===== src/rtl/seg_display_mmio_if.sv =====
`default_nettype none
// ============================================================================
// Module      : seg_display_mmio_if
// Description : Single-port register bus between the core and the display.
// Revision    : 1.0 - initial release
// ============================================================================
interface seg_display_mmio_if;
    logic        we;
    logic [2:0]  addr;
    logic [31:0] wdata;
    logic [31:0] rdata;

    modport master (output we, output addr, output wdata, input rdata);
    modport slave  (input we, input addr, input wdata, output rdata);
endinterface
`default_nettype wire


===== src/rtl/seg_display_mmio.sv =====
`default_nettype none
// ============================================================================
// Module      : seg_display_mmio
// Description : Memory-mapped multiplexed seven-segment display controller
//               with leading-zero blanking, blinking and selectable polarity.
// Revision    : 1.0 - initial release
// ============================================================================
module seg_display_mmio #(
    parameter int DIGITS       = 8,
    parameter int SCAN_DIV     = 50000,
    parameter int BLINK_FRAMES = 64,
    parameter int ACTIVE_LOW   = 1
) (
    input  wire logic              clk,
    input  wire logic              reset,
    seg_display_mmio_if.slave      bus,
    output logic [7:0]             o_seg,
    output logic [DIGITS-1:0]      o_sel
);

    localparam int c_scan_w  = (SCAN_DIV > 1) ? $clog2(SCAN_DIV) : 1;
    localparam int c_frame_w = (BLINK_FRAMES > 1) ? $clog2(BLINK_FRAMES) : 1;

    localparam logic [7:0]        c_seg_off = (ACTIVE_LOW != 0) ? 8'hFF : 8'h00;
    localparam logic [DIGITS-1:0] c_sel_off = (ACTIVE_LOW != 0) ? {DIGITS{1'b1}} : '0;

    localparam logic [2:0] c_addr_data_lo = 3'd0;
    localparam logic [2:0] c_addr_data_hi = 3'd1;
    localparam logic [2:0] c_addr_ctrl    = 3'd2;
    localparam logic [2:0] c_addr_dp      = 3'd3;
    localparam logic [2:0] c_addr_status  = 3'd4;

    // ------------------------------------------------------------------
    // Register file
    // ------------------------------------------------------------------
    logic [DIGITS*4-1:0] r_data;
    logic [2:0]          r_ctrl;
    logic [DIGITS-1:0]   r_dp;

    always_ff @(posedge clk or posedge reset) begin
        if (reset) begin
            r_data <= '0;
            r_ctrl <= 3'b001;
            r_dp   <= '0;
        end else if (bus.we) begin
            // Digits 0..7 live in DATA_LO, digits 8..15 in DATA_HI
            for (int i = 0; i < DIGITS; i++) begin
                if ((i < 8 && bus.addr == c_addr_data_lo) ||
                    (i >= 8 && bus.addr == c_addr_data_hi)) begin
                    r_data[4*i +: 4] <= bus.wdata[4*(i%8) +: 4];
                end
            end
            if (bus.addr == c_addr_ctrl) begin
                r_ctrl <= bus.wdata[2:0];
            end
            if (bus.addr == c_addr_dp) begin
                r_dp <= bus.wdata[DIGITS-1:0];
            end
        end
    end

    // ------------------------------------------------------------------
    // Scan, frame and blink counters (free-running, independent of CTRL)
    // ------------------------------------------------------------------
    logic [c_scan_w-1:0]  r_scan;
    logic [3:0]           r_idx;
    logic [c_frame_w-1:0] r_frame;
    logic                 r_blink;

    logic w_scan_last;
    logic w_idx_last;
    logic w_frame_last;

    assign w_scan_last  = (r_scan == c_scan_w'(SCAN_DIV - 1));
    assign w_idx_last   = (r_idx == 4'(DIGITS - 1));
    assign w_frame_last = (r_frame == c_frame_w'(BLINK_FRAMES - 1));

    always_ff @(posedge clk or posedge reset) begin
        if (reset) begin
            r_scan  <= '0;
            r_idx   <= '0;
            r_frame <= '0;
            r_blink <= 1'b1;
        end else if (w_scan_last) begin
            r_scan <= '0;
            if (w_idx_last) begin
                r_idx <= '0;
                if (w_frame_last) begin
                    r_frame <= '0;
                    r_blink <= ~r_blink;
                end else begin
                    r_frame <= r_frame + c_frame_w'(1);
                end
            end else begin
                r_idx <= r_idx + 4'd1;
            end
        end else begin
            r_scan <= r_scan + c_scan_w'(1);
        end
    end

    // ------------------------------------------------------------------
    // Current-digit selection and decode
    // ------------------------------------------------------------------
    function automatic logic [6:0] hex7(input logic [3:0] n);
        logic [6:0] p;
        case (n)
            4'h0: p = 7'h3F;
            4'h1: p = 7'h06;
            4'h2: p = 7'h5B;
            4'h3: p = 7'h4F;
            4'h4: p = 7'h66;
            4'h5: p = 7'h6D;
            4'h6: p = 7'h7D;
            4'h7: p = 7'h07;
            4'h8: p = 7'h7F;
            4'h9: p = 7'h6F;
            4'hA: p = 7'h77;
            4'hB: p = 7'h7C;
            4'hC: p = 7'h39;
            4'hD: p = 7'h5E;
            4'hE: p = 7'h79;
            default: p = 7'h71;
        endcase
        return p;
    endfunction

    logic [DIGITS-1:0] w_upper_zero;
    logic [DIGITS-1:0] w_sel_hi;
    logic [3:0]        w_nib;
    logic              w_dp;
    logic              w_lz;
    logic              w_blink_off;
    logic [7:0]        w_seg_hi;

    always_comb begin
        logic run;
        run          = 1'b1;
        w_upper_zero = '0;
        // Bit k set when nibbles k..DIGITS-1 are all zero
        for (int k = DIGITS - 1; k >= 0; k--) begin
            run             = run & (r_data[4*k +: 4] == 4'h0);
            w_upper_zero[k] = run;
        end
    end

    always_comb begin
        w_nib    = '0;
        w_dp     = 1'b0;
        w_lz     = 1'b0;
        w_sel_hi = '0;
        for (int k = 0; k < DIGITS; k++) begin
            if (r_idx == 4'(k)) begin
                w_nib       = r_data[4*k +: 4];
                w_dp        = r_dp[k];
                w_lz        = (k > 0) && w_upper_zero[k];
                w_sel_hi[k] = 1'b1;
            end
        end
    end

    assign w_blink_off = r_ctrl[2] & ~r_blink;

    always_comb begin
        w_seg_hi = '0;
        if (!((r_ctrl[1] && w_lz) || w_blink_off)) begin
            w_seg_hi[6:0] = hex7(w_nib);
        end
        w_seg_hi[7] = w_dp & ~w_blink_off;
    end

    // ------------------------------------------------------------------
    // Registered pin drivers; async reset forces inactive levels at once
    // ------------------------------------------------------------------
    logic [7:0]        r_seg;
    logic [DIGITS-1:0] r_sel;

    always_ff @(posedge clk or posedge reset) begin
        if (reset) begin
            r_seg <= c_seg_off;
            r_sel <= c_sel_off;
        end else if (r_ctrl[0]) begin
            r_seg <= w_seg_hi ^ c_seg_off;
            r_sel <= w_sel_hi ^ c_sel_off;
        end else begin
            r_seg <= c_seg_off;
            r_sel <= c_sel_off;
        end
    end

    assign o_seg = r_seg;
    assign o_sel = r_sel;

    // ------------------------------------------------------------------
    // Read mux
    // ------------------------------------------------------------------
    logic [31:0] w_data_lo;
    logic [31:0] w_data_hi;
    logic [31:0] w_rdata;

    always_comb begin
        w_data_lo = '0;
        w_data_hi = '0;
        for (int i = 0; i < DIGITS; i++) begin
            if (i < 8) begin
                w_data_lo[4*(i%8) +: 4] = r_data[4*i +: 4];
            end else begin
                w_data_hi[4*(i%8) +: 4] = r_data[4*i +: 4];
            end
        end
    end

    always_comb begin
        w_rdata = '0;
        case (bus.addr)
            c_addr_data_lo: w_rdata = w_data_lo;
            c_addr_data_hi: w_rdata = w_data_hi;
            c_addr_ctrl:    w_rdata = {29'd0, r_ctrl};
            c_addr_dp:      w_rdata = 32'(r_dp);
            c_addr_status:  w_rdata = {27'd0, r_blink, r_idx};
            default:        w_rdata = '0;
        endcase
    end

    assign bus.rdata = w_rdata;

endmodule
`default_nettype wire


===== src/flat_wrapper.sv =====
// flat-port wrapper written by rule: the top's interface ports become plain ports
module seg_display_mmio_flat 
#(
    parameter int DIGITS       = 8,
    parameter int SCAN_DIV     = 50000,
    parameter int BLINK_FRAMES = 64,
    parameter int ACTIVE_LOW   = 1
)
  (clk, reset, o_seg, o_sel, bus_we, bus_addr, bus_wdata, bus_rdata);
  seg_display_mmio_if bus_i ();
  input  wire logic clk;
  input  wire logic reset;
  output logic [7:0] o_seg;
  output logic [DIGITS-1:0] o_sel;
  input wire logic [$bits(bus_i.we)-1:0] bus_we;
  input wire logic [$bits(bus_i.addr)-1:0] bus_addr;
  input wire logic [$bits(bus_i.wdata)-1:0] bus_wdata;
  output wire logic [$bits(bus_i.rdata)-1:0] bus_rdata;
  assign bus_i.we = bus_we;
  assign bus_i.addr = bus_addr;
  assign bus_i.wdata = bus_wdata;
  assign bus_rdata = bus_i.rdata;
  seg_display_mmio #(.DIGITS(DIGITS), .SCAN_DIV(SCAN_DIV), .BLINK_FRAMES(BLINK_FRAMES), .ACTIVE_LOW(ACTIVE_LOW)) u_core (.clk(clk), .reset(reset), .bus(bus_i), .o_seg(o_seg), .o_sel(o_sel));
endmodule

===== config.mk =====
export PLATFORM = sky130hd
export DESIGN_NAME = seg_display_mmio_flat
export DESIGN_NICKNAME = d
export VERILOG_FILES = /design/src/rtl/seg_display_mmio_if.sv /design/src/rtl/seg_display_mmio.sv /design/src/flat_wrapper.sv
export SDC_FILE = /design/constraint.sdc
export NUM_CORES = 1
export LEC_CHECK = 0
export ABC_AREA = 1
export CORE_MARGIN = 2
export CORE_UTILIZATION = 40
export CTS_CLUSTER_SIZE = 16
export DETAILED_ROUTE_END_ITERATION = 8
export MAX_ROUTING_LAYER = met4
export PLACE_DENSITY_LB_ADDON = 0.25
export SYNTH_ARGS = -nofsm -noshare
export SYNTH_HDL_FRONTEND = slang
export SYNTH_SLANG_ARGS = --single-unit

===== constraint.sdc =====
create_clock -name clk -period 5.45 [get_ports clk]
set_input_delay 0.545 -clock clk [delete_from_list [all_inputs] [get_ports clk]]
set_output_delay 0.545 -clock clk [all_outputs]
set_load 0.005 [all_outputs]

==> flow_metrics.py, run 1 <==
metrics = {
    "run_status": {
        "outcome": "complete, but fails checks",
        "violations": "design-rule violations",
    },
    "die": {
        "start_util": 0.412,
        "dieArea_mm2": 0.0128,
        "fp.dieW_um": 113,
        "core_area_mm2": 0.0115,
        "die_y_um": 113,
        "io_pins": 86,
        "placementRows": 39,
    },
    "global_routing": {
        "gr-total-overflow": 0,
        "grt_pass1_wl_mm": 19.1,
        "grt_use_total": 0.190,
        "grt_pass1_vias": 4042,
        "grt_max_degree": 65,
        "antenna_found_initial": 0,
    },
    "setup_path": {
        "max_stage_delay_ns": 0.61,
        "reg2reg_from": "u_core.r_idx[3]",
        "cp-start-kind": "input port",
        "worst-path-max-fanout": 29,
        "path_class": "input port to primary output",
        "arrival_ns": 2.93,
        "crit_top_cell": "clkdlybuf4s50_1",
        "crit_buf_inv": 2,
        "crit_chain": "clkdlybuf4s50_1, nor2_1, nand2_1, o221ai_1, clkdlybuf4s50_1",
        "critPathSlowestCell": "nand2_1",
        "critical_path.top_delay_family": "buffers and inverters",
        "endpoint_kind": "primary output",
        "startpoint": "bus_addr[1]",
        "worst-endpoint-required_ns": 4.91,
        "r2r_slack_ns": 2.70,
    },
    "clock_tree": {
        "cts-root-buf": "clkbuf_16",
        "cts_sinks": 86,
        "cts.repair.resized": 0,
        "tritoncts": "yes",
        "hold_buffers": 0,
        "post_cts_buffers": 0,
        "numCtsBuffers": 9,
        "htree_levels": 3,
        "clk_pin_slew_ns": 0.06,
        "cts_buffer_depth": 2,
        "insertion_delay_ns": 0.33,
    },
    "logic_synthesis": {
        "synth.distinct_cells": 42,
        "synth_nets": 658,
        "synth_warnings": 0,
        "syn_area_per_cell_um2": 7.81,
        "synth_area_mm2": 0.00475,
        "synth_cells": 608,
        "yosysSeqAreaShare": 0.458,
        "synth-seq-cells": 86,
    },
    "power_and_ir_drop": {
        "seq_power_share": 0.443,
        "switchingPower_uw": 465,
        "p_clk_frac": 0.375,
        "ir_drop_mv": 0.129,
        "swShare": 0.268,
        "powerDensity_mw_per_mm2": 287,
        "p_leak_nw": 2.93,
        "power_mw": 1.74,
        "p_int_mw": 1.27,
        "combPwrFrac": 0.182,
    },
    "route": {
        "drt_iter0_drc": 289,
        "via_count": 4167,
        "ant_nets": 0,
        "drt_first_pass_iters": 7,
        "routed_wl_mm": 11.2,
        "routedWlPerCell_um": 13.3,
        "drc": 2,
        "via_per_inst": 4.96,
    },
    "sta": {
        "hold_viol": 0,
        "grt_setup_unrepaired": "no",
        "tightest_slew_ns": 1.09,
        "timing.final.crit_share": 0.638,
        "timing.final.ws_setup_ns": 1.97,
        "finalSetupTns_ns": 0,
        "skew_ns": 0.00432,
        "finalSetupViolCount": 0,
        "maxSlewHeadroom": 0.273,
        "max_freq_ghz": 0.288,
        "period_needed_ns": 3.48,
        "slew_violations": 0,
    },
    "place": {
        "gp_congestion": 0.911,
        "numPortBuffers": 85,
        "place_ws_ns": 1.94,
        "hpwl_mm": 8.41,
    },
    "finish": {
        "mostFrequentLayoutCells": "nand2_1 (132), inv_1 (85), nor2_1 (85), clkdlybuf4s50_1 (85), dfrtp_1 (68)",
        "final_util": 0.525,
        "final_common_cell": "nand2_1",
        "drive_above_1_share": 0.108,
        "finish.net_count": 742,
        "area_growth_pct": 27.4,
        "num_antenna_cells": 0,
        "fillers": 1109,
    },
    "worst_hold_path": {
        "hp-start": "u_core.r_scan[0]",
        "min_path_type": "flop to flop",
    },
    "job": {
        "maxCapViolCount": 0,
    },
}
power by group through the flow:
stage / Combinational (mW) / Sequential (mW) / Clock (mW)
final: 0.316 / 0.769 / 0.650
after global routing: 0.360 / 0.777 / 0.693
after CTS: 0.318 / 0.767 / 0.662
after detailed placement: 0.317 / 0.778 / 0
after global placement: 0.311 / 0.777 / 0
after floorplan: 0.188 / 0.761 / 0
area by class of cell:
type	instances	area, um^2	share of cell area
Multi-Input combinational cell	413	2150	0.356
Tap cell	143	179	0.0296
Clock inverter	4	70.1	0.0116
Inverter	96	367	0.0606
Timing Repair Buffer	86	858	0.142
Sequential cell	86	2170	0.360
Clock buffer	12	246	0.0408
per-stage QoR:
| stage | hold slack [ns] | instances | cell area (um^2) |
|---|---|---|---|
| final | 0.463 | 840 | 6050 |
| after floorplan | 0.433 | 608 | 4750 |
| after detailed placement | 0.457 | 824 | 5730 |
| after global routing | 0.494 | 840 | 6050 |
| after CTS | 0.465 | 840 | 6050 |
| after global placement | 0.446 | 824 | 5730 |
state kept, by name (all words and copies together) (netlist names):
name            count
u_core.r_data      32
u_core.r_blink      1
u_core.r_idx        4
u_core.r_scan      16
u_core.r_dp         8
u_core.o_seg        8
u_core.o_sel        8
u_core.r_ctrl       3
u_core.r_frame      6
layer usage:
layer  GRT usage  wire [um]
met5           -          0
met4      0.0805        235
met3      0.0262        529
met2       0.301       5250
met1       0.246       5150
synth_stat cells:
| library cell | number | area share |
|---|---|---|
| o2111ai_1 | 2 | 0.0037 |
| xnor2_1 | 3 | 0.0055 |
| nand4_2 | 1 | 0.0026 |
| nand2_1 | 132 | 0.10 |
| nor2_1 | 85 | 0.067 |
| o21a_1 | 1 | 0.0016 |
| nor4_1 | 3 | 0.0040 |
| nor4_2 | 1 | 0.0026 |
| nor2_8 | 2 | 0.0084 |
| nand3_1 | 39 | 0.041 |
| ha_1 | 12 | 0.032 |
| nand3b_1 | 2 | 0.0032 |
| nor3_1 | 1 | 0.0011 |
| inv_2 | 8 | 0.0063 |
| nand2_4 | 4 | 0.0095 |
| o22ai_1 | 2 | 0.0026 |
| o211ai_1 | 3 | 0.0047 |
| nor2_4 | 3 | 0.0071 |
| a21oi_2 | 3 | 0.0055 |
| nand4_1 | 14 | 0.018 |
| xor2_1 | 6 | 0.011 |
| dfrtp_1 | 68 | 0.36 |
| nor3_4 | 2 | 0.0069 |
| inv_4 | 2 | 0.0026 |
| a21boi_4 | 1 | 0.0040 |
| o21ai_1 | 1 | 0.0011 |
| a21boi_0 | 1 | 0.0016 |
| buf_6 | 1 | 0.0024 |
| buf_4 | 1 | 0.0016 |
| clkbuf_1 | 11 | 0.0087 |
| dfstp_2 | 18 | 0.10 |
| o21ai_2 | 2 | 0.0037 |
| o221ai_1 | 1 | 0.0018 |
| nand2_2 | 5 | 0.0066 |
| a211o_1 | 1 | 0.0018 |
| nor2_2 | 4 | 0.0053 |
| a21oi_1 | 37 | 0.039 |
| nand3_2 | 1 | 0.0021 |
| nor3_2 | 1 | 0.0021 |
| o21ai_0 | 36 | 0.038 |
| inv_1 | 86 | 0.068 |
| o211a_1 | 1 | 0.0021 |
final timing paths:
kind | end | cells after the start
min in group asynchronous | u_core.r_scan[5] | 2
max in group asynchronous | u_core.r_scan[15] | 3
max reg2reg | u_core.o_seg[2] | 17
min reg2reg | u_core.r_scan[0] | 1
min | u_core.r_scan[0] | 1
max | bus_rdata[4] | 5
cell families (layout without fill, tap and decap cells):
family / after synthesis / count (layout) / synth area share
compound gates: 92 / 92 / 0.111
xor+xnor: 9 / 9 / 0.0166
fa+ha+maj: 12 / 12 / 0.0316
buf+inv: 109 / 198 / 0.0896
flops: 86 / 86 / 0.458
simple gates: 300 / 300 / 0.293
No activity file was read; power rests on OpenSTA's default activity.
==> run 2: changes to the inputs <==
==> constraint.sdc (replaced) <==
create_clock -name clk -period 3.61 [get_ports clk]
set_input_delay 0.361 -clock clk [delete_from_list [all_inputs] [get_ports clk]]
set_output_delay 0.361 -clock clk [all_outputs]
set_load 0.005 [all_outputs]
==> run 2 against run 1 <==
Against the previous run: clock-buffer cell count up 1; sequential cell count unchanged; highest routed layer unchanged; the run still ends with design-rule violations left; final cell count up 0.36%; register-to-register slack worse by 1.7 ns; final area up 0.39%; die area unchanged; critical path type unchanged; hold slack worse by 0.019 ns; combinational power up 52%; critical path depth up 1.
==> flow_metrics.py, run 2 (synthesized netlist as in run 1, its figures left out) <==
metrics = {
    "sta": {
        "tightest_slew_ns": 0.697,
        "hold_viol": 0,
        "timing.final.ws_setup_ns": 0.943,
        "timing.final.crit_share": 0.739,
        "slew_violations": 0,
        "skew_ns": 0.00279,
        "finalSetupViolCount": 0,
        "whs_ns": 0.444,
        "finalSetupTns_ns": 0,
        "period_needed_ns": 2.67,
        "maxSlewHeadroom": 0.535,
        "grt_setup_unrepaired": "no",
        "max_freq_ghz": 0.375,
    },
    "clock_tree": {
        "numCtsBuffers": 9,
        "htree_levels": 3,
        "hold_buffers": 0,
        "cts.repair.resized": 0,
        "cts-root-buf": "clkbuf_16",
        "insertion_delay_ns": 0.34,
        "cts_buffer_depth": 2,
        "cts_sinks": 86,
        "post_cts_buffers": 0,
        "clk_pin_slew_ns": 0.06,
        "tritoncts": "yes",
    },
    "worst_hold_path": {
        "min_path_type": "input port to async pin",
    },
    "finish": {
        "num_antenna_cells": 0,
        "mostFrequentLayoutCells": "nand2_1 (132), inv_1 (85), nor2_1 (85), clkdlybuf4s50_1 (85), dfrtp_1 (68)",
        "fin_cells": 843,
        "fillers": 1114,
        "area_growth_pct": 27.9,
        "finish.net_count": 745,
        "final_common_cell": "nand2_1",
        "regMostFlops": "u_core.r_data",
        "drive_above_1_share": 0.110,
        "final_util": 0.527,
        "largest_reg_flops": 32,
        "final_area_mm2": 0.00607,
        "reg.largest.list": "u_core.r_data: 32 flops, u_core.r_scan: 16 flops",
    },
    "place": {
        "dpl_cell_area_mm2": 0.00575,
        "gp_congestion": 0.917,
        "placed_cells": 827,
        "place_ws_ns": 1.00,
        "numPortBuffers": 85,
        "hpwl_mm": 8.86,
    },
    "setup_path": {
        "reg2reg_depth": 17,
        "r2r_slack_ns": 0.97,
        "worst-endpoint-required_ns": 3.25,
        "reg2reg_to": "u_core.o_seg[2]",
        "critPathSlowestCell": "clkdlybuf4s50_1",
        "cp-start-kind": "input port",
        "crit_chain": "clkdlybuf4s50_1, nor2_1, nand2_1, buf_4, o21ai_0, clkdlybuf4s50_1",
        "endpoint_kind": "primary output",
        "arrival_ns": 2.31,
        "reg2reg_from": "u_core.r_idx[3]",
        "path_class": "input port to primary output",
        "crit_top_cell": "clkdlybuf4s50_1",
        "worst-path-max-fanout": 28,
        "max_stage_delay_ns": 0.53,
    },
    "route": {
        "routed_wl_mm": 11.6,
        "via_per_inst": 5.02,
        "routedWlPerCell_um": 13.7,
        "drc": 2,
        "drt_iter0_drc": 218,
        "ant_nets": 0,
        "drt_first_pass_iters": 6,
        "via_count": 4228,
    },
    "global_routing": {
        "grt_max_degree": 57,
        "antenna_found_initial": 0,
        "grt_pass1_wl_mm": 19.8,
        "grt_pass1_vias": 4137,
        "gr-total-overflow": 0,
        "grt_use_total": 0.197,
    },
    "die": {
        "io_pins": 86,
        "dieArea_mm2": 0.0128,
        "die_y_um": 113,
        "fp.dieW_um": 113,
        "start_util": 0.412,
        "placementRows": 39,
        "core_area_mm2": 0.0115,
    },
    "power_and_ir_drop": {
        "p_leak_nw": 2.94,
        "power_mw": 2.64,
        "ir_drop_mv": 0.203,
        "powerDensity_mw_per_mm2": 436,
    },
    "run_status": {
        "violations": "design-rule violations",
        "outcome": "complete, but fails checks",
    },
    "job": {
        "maxCapViolCount": 0,
    },
}
==> run 2: changes by cell type in the layout (fill, tap and decap cells not counted) <==
| cell | change |
|---|---|
| clkinv_2 | -2 |
| buf_4 | +3 |
| clkinvlp_4 | +1 |
| clkbuf_1 | +1 |
==> run 2: how the worst max path moves through the flow <==
stage,from,to,cells after the start
finish,bus_addr[1],bus_rdata[6],6
global route,u_core.r_idx[2],u_core.o_seg[2],17
CTS,bus_addr[1],bus_rdata[6],6
detailed placement,bus_addr[1],bus_rdata[6],6
global placement,bus_addr[1],bus_rdata[5],6
floorplan,reset,u_core.r_ctrl[1],1
==> run 2: worst max-delay path: cells and delay by family <==
kind | cells | cell delay [ns]
compound gates | 1 | 0.21
buf+inv | 3 | 1.22
simple gates | 2 | 0.51
==> run 2: report_power, final <==
part | switching (mW) | internal, mW
Sequential | 0.0759 | 1.09
Combinational | 0.270 | 0.209
Clock | 0.376 | 0.626
Total | 0.721 | 1.92
==> run 2: cell type report <==
type,count,area [um^2],area share
Clock buffer,13,250,0.0412
Tap cell,143,179,0.0295
Inverter,96,367,0.0604
Sequential cell,86,2170,0.358
Timing Repair Buffer,89,881,0.145
Clock inverter,3,67.6,0.0111
Multi-Input combinational cell,413,2150,0.354
==> run 2: per-layer routing <==
metal  global-route usage  wire (um)  vias to the layer above
met5                    -          0                        -
met4               0.0748        232                        0
met3               0.0257        435                       18
met2                0.311       5490                      105
met1                0.262       5420                     1997
li1                     -          -                     2108
